### src/rtl/goc_tx_sched.sv
// Round-robin frame scheduler sharing one GOC PWM transmitter between two frame
// sources, with a programmable inter-frame gap and a per-port frame-done pulse.
module goc_tx_sched #(
  parameter int GAP_W = 22
) (
  input  logic             clk,
  input  logic             resetn,
  input  logic             tx_enable,
  input  logic [GAP_W-1:0] gap_cycles,
  input  logic             rq0_req,
  input  logic             rq0_frame_valid,
  input  logic [7:0]       rq0_data,
  output logic             rq0_next,
  input  logic             rq1_req,
  input  logic             rq1_frame_valid,
  input  logic [7:0]       rq1_data,
  output logic             rq1_next,
  output logic [7:0]       tx_data,
  output logic             tx_empty,
  input  logic             tx_re,
  output logic             tx_start,
  output logic [1:0]       grant,
  output logic [1:0]       done,
  output logic             busy
);

  typedef enum logic [1:0] {
    IDLE = 2'd0,
    BUSY = 2'd1,
    DONE = 2'd2,
    GAP  = 2'd3
  } state_t;

  state_t           state;
  logic [GAP_W-1:0] gap_cnt;
  logic             last_grant;
  logic             sel;
  logic             owner_req;
  logic             owner_valid;

  // On a tie the port that did not own the transmitter last time wins.
  assign sel = (rq0_req & rq1_req) ? ~last_grant : rq1_req;

  assign owner_req   = (grant[0] & rq0_req) | (grant[1] & rq1_req);
  assign owner_valid = (grant[0] & rq0_frame_valid) | (grant[1] & rq1_frame_valid);

  // grant is non-zero only in BUSY, so the datapath falls back to idle values elsewhere.
  assign tx_data  = ({8{grant[0]}} & rq0_data) | ({8{grant[1]}} & rq1_data);
  assign tx_empty = ~owner_valid;
  assign rq0_next = tx_re & grant[0] & rq0_frame_valid;
  assign rq1_next = tx_re & grant[1] & rq1_frame_valid;

  always_ff @(posedge clk) begin
    if (!resetn) begin
      state      <= IDLE;
      grant      <= 2'b00;
      done       <= 2'b00;
      tx_start   <= 1'b0;
      busy       <= 1'b0;
      gap_cnt    <= '0;
      last_grant <= 1'b1;
    end else begin
      case (state)
        IDLE: begin
          if (tx_enable && (rq0_req || rq1_req)) begin
            state      <= BUSY;
            grant      <= sel ? 2'b10 : 2'b01;
            last_grant <= sel;
            tx_start   <= 1'b1;
            busy       <= 1'b1;
          end
        end
        BUSY: begin
          // Dropping the request ends the frame, whether complete or aborted.
          if (!owner_req) begin
            state    <= DONE;
            done     <= grant;
            grant    <= 2'b00;
            tx_start <= 1'b0;
          end
        end
        DONE: begin
          done    <= 2'b00;
          gap_cnt <= gap_cycles;
          if (gap_cycles != '0) begin
            state <= GAP;
          end else begin
            state <= IDLE;
            busy  <= 1'b0;
          end
        end
        GAP: begin
          gap_cnt <= gap_cnt - GAP_W'(1);
          if (gap_cnt == GAP_W'(1)) begin
            state <= IDLE;
            busy  <= 1'b0;
          end
        end
        default: state <= IDLE;
      endcase
    end
  end

endmodule

### config.mk
export PLATFORM = sky130hd
export DESIGN_NAME = goc_tx_sched
export DESIGN_NICKNAME = d
export VERILOG_FILES = /design/src/rtl/goc_tx_sched.sv
export SDC_FILE = /design/constraint.sdc
export NUM_CORES = 1
export LEC_CHECK = 0
export ABC_AREA = 1
export BUFFER_PORTS_ARGS = -buffer_cell sky130_fd_sc_hd__buf_4
export CELL_PAD_IN_SITES_DETAIL_PLACEMENT = 1
export CELL_PAD_IN_SITES_GLOBAL_PLACEMENT = 1
export CORE_MARGIN = 2
export CORE_UTILIZATION = 31
export CTS_BUF_LIST = sky130_fd_sc_hd__clkbuf_4 sky130_fd_sc_hd__clkbuf_8 sky130_fd_sc_hd__clkbuf_16
export DETAILED_ROUTE_END_ITERATION = 12
export GPL_ROUTABILITY_DRIVEN = 0
export PLACE_DENSITY_LB_ADDON = 0.1
export SLEW_MARGIN = 20
export SYNTH_ARGS = -nofsm -noshare
export SYNTH_HDL_FRONTEND = slang
export SYNTH_SLANG_ARGS = --single-unit
export TNS_END_PERCENT = 20
### constraint.sdc
create_clock -name clk -period 1.4 [get_ports clk]
set_input_delay 0.14 -clock clk [delete_from_list [all_inputs] [get_ports clk]]
set_output_delay 0.14 -clock clk [all_outputs]
set_load 0.01 [all_outputs]
==> reports/results.tsv <==
stage	metric	value	unit
synthesis	most common cell in the netlist	nand2_1	
global_route	first-pass GRT wire length	11590	µm
pwr	total internal power	2.990	mW
drt	Via-to-Cell Ratio	4.880	
global_route	number of global-route vias before repair	2516	
sta	Final setup violation count	0	
floorplanning	Die Span X	86.13	µm
synthesis	Commonest cells post-synth	86 x nand2_1, 53 x nor2_1, 48 x inv_1, 31 x dfxtp_1, 25 x o21ai_0	
pwr	Seq pwr share	24.2	%
synthesis	syn_nets	393	
sta	setup tns final	0	ns
drt	initial drt markers	52	
sta	skew final	0.005757	ns
pwr	sw frac	45.59	%
final_layout	area grow syn2layout	51.11	%
final_layout	final std cells w/o fill	515	
drt	routed length per instance	14.17	µm
floorplanning	Die Span Y	86.13	µm
flow_run	max-cap violation count	0	
synthesis	largest cells by area after synthesis	dfxtp_1 30%, nand2_1 15%, nor2_1 9.5%	
cts	clk buf depth	2	
drt	post-detailed-route count of antenna-violating nets	0	
critical_path	critical path arrival	1.54	ns
placement	pre-CTS setup slack	-0.06191	ns
critical_path	CP required	1.57	ns
synthesis	sequential fraction of the synthesis area	29.68	%
pwr	Pwr per Cell Area	1739	mW/mm²
critical_path	WS Path Type	flip-flop to flip-flop	
critical_path	Worst Setup SP	gap_cnt[9]	
cts	CTS tree	yes	
synthesis	Synth Area per Inst	6.060	µm²
final_layout	n_diodes	0	
sta	Final Cycle Share	98.24	%
synthesis	Top FF cell, synth	dfxtp_1	
pwr	Clk pwr share	15.0	%
final_layout	layout cells sized above 1	39.04	%
placement	hpwl dp	5591	µm
pwr	Static Leak	1.470	nW
cts	H-tree Lvls	2	
cts	Num CTS Buffers	5	
final_layout	Final nets	485	
sta	Final Hold Vio Count	0	
critical_path	Critical Path End Type	flip-flop	
sta	post-layout min period	1.375	ns
final_layout	post-layout util	49.19	%
synthesis	area leader, netlist	dfxtp_1	
cts	Sink Count	31	
critical_path	r2r startpoint	gap_cnt[9]	
global_route	GRT Overall Usage	19.80	%
synthesis	post-synth cell types	27	
floorplanning	# rows	29	
critical_path	CP max stage delay	0.35	ns
critical_path	worst-path fanout max	3	
critical_path	Worst path most repeated cell	nor2_2	
floorplanning	Boundary Pins	63	
placement	Port Buffers	62	
sta	Slew Limit Fails	0	
synthesis	Post-Synthesis Cells	345	
sta	f_max	727.1	MHz
pwr	P_sw	2.505	mW
floorplanning	die area	0.007418	mm²
synthesis	Post-synth EDFFs	0	
cts	Skew-Pair Late Insertion Delay	0.28	ns
drt	DR vias	2513	
outcome	status	finished clean	
critical_path	Reg2Reg Depth	7	
sta	Hold Worst Slack	0.08366	ns
synthesis	Synth top area share	29.68	%
critical_path	CP max stage cell	dfxtp_2	
critical_path	Critical Path Sink	gap_cnt[18]	
synthesis	mapped cell area	0.002091	mm²
global_route	GR Overflow Total	0	
drt	Post-Route WL	7295	µm
sta	RSZ-0062 raised after global routing	yes	
cts	CTS clk-pin slew, worst paths	0.07	ns
global_route	largest net degree at the start of global routing	17	
critical_path	R2R Setup Slk	0.02	ns
drt	Initial DRT Pass Iterations	4	
min_path	hold crit path type	input port to flip-flop	
placement	Cells after DPL	500	
sta	relative slew slack	82.14	%
floorplanning	Initial Util	32.55	%
global_route	initial antenna violation count	0	
critical_path	reg-to-reg critical path endpoint	gap_cnt[18]	
critical_path	Startpoint Class	flip-flop	
cts	Post-CTS Hold Fix Bufs	0	
drt	DR DRC count	0	
synthesis	asr flop ratio synth	0	%
floorplanning	core footprint	0.006422	mm²
synthesis	yosys warns	0	
cts	Root Driver	clkbuf_8	
sta	measured slew at the worst slew-check pin	0.2679	ns
critical_path	worst-path cell chain	nor2_2, nand2_1, nor2_2, nand3_1, xor2_1, a21oi_1, nor2_1	
synthesis	flip-flop and latch count after synthesis	31	
pwr	Logic pwr share	60.8	%
pwr	worst vdd ir	0.0006461	V
sta	Worst Slack Setup Final	0.02470	ns
==> placed cells by master (no fill, tap or decap), types with 11 or more instances in the layout <==
| cell | Yosys | final |
|---|---|---|
| nand3_1 | 20 | 18 |
| nor2_1 | 53 | 33 |
| buf_4 | 0 | 93 |
| nand2_1 | 86 | 78 |
| a21oi_1 | 21 | 18 |
| dfxtp_1 | 31 | 16 |
| dfxtp_2 | 0 | 11 |
| inv_1 | 48 | 44 |
| nor2_2 | 3 | 17 |
| a31oi_1 | 12 | 12 |
| o21ai_0 | 25 | 21 |
==> metal layers <==
metal / part of all wire, % / routed length [µm] / track usage (%) / up-vias
li1: - / - / - / 1291
met1: 45 / 3313 / 24.97 / 1187
met2: 51 / 3730 / 34.88 / 30
met5: 0 / 0 / 0 / -
met3: 2.6 / 190 / 3.176 / 5
met4: 0.84 / 61 / 5.195 / 0
==> sequential cells by signal, indices dropped and copies added (netlist names) <==
| name | count |
|---|---|
| last_grant | 1 |
| tx_start | 1 |
| grant | 2 |
| busy | 1 |
| gap_cnt | 22 |
| done | 2 |
| state | 2 |
==> worst min path at each step <==
stage	start	to	slack, ns	cells after the start
finish	resetn	last_grant	0.08	2
detailed placement	resetn	last_grant	0.38	2
floorplan	resetn	last_grant	0.21	1
CTS	resetn	last_grant	0.08	2
global placement	resetn	last_grant	0.37	2
global route	resetn	last_grant	0.1	2
==> critical path: cells and delay by family, from the launching register on <==
| family | cells | cell delay, ns |
|---|---|---|
| AOI/OAI and AO/OA | 1 | 0.16 |
| xor gates and xnor gates | 1 | 0.16 |
| DFF | 1 | 0.35 |
| and+or+nand+nor | 5 | 0.59 |
==> power by group through the flow <==
stage | sequential [mW] | clock [mW] | combinational (mW)
global route | 1.36 | 0.895 | 3.74
detailed placement | 1.26 | 0 | 2.82
global placement | 1.25 | 0 | 2.75
CTS | 1.25 | 0.851 | 2.94
floorplan | 1.23 | 0 | 1.81
finish | 1.33 | 0.825 | 3.34
==> kinds of logic (layout without fill, tap and decap cells) <==
kind of cell,Yosys count,in the layout,share of synthesized area (%)
flip-flops,31,31,29.68
AO/OA/AOI/OAI,72,72,20.17
buffers and inverters,61,154,11.61
AND/OR/NAND/NOR,173,173,34.83
adder cells (fa/ha/maj),2,2,1.197
XOR/XNOR,6,6,2.513
==> per-stage QoR <==
step                      power [mW]  cell area (µm²)
after CTS                      5.041             2937
after detailed placement       4.074             2796
final                          5.495             3159
after global placement         4.002             2796
after floorplan                3.036             2091
after global routing           5.991             3159
==> timing repair <==
item / 4_1_cts / 5_1_grt
endpoints found under the setup margin: 10 / 27
setup buffers: 0 / 7
pin swaps: 4 / 23
resized for setup: 13 / 65
==> cell type report <==
cell class	instances	area [µm²]
well taps	77	96.34
clock buffers	8	103.9
inverters	51	198.9
multi-input cells	253	1390
flip-flops and latches	31	649.4
repair buffers	95	720.7
fillers	856	3263
Note: power is estimated with default switching activity, not from simulation.
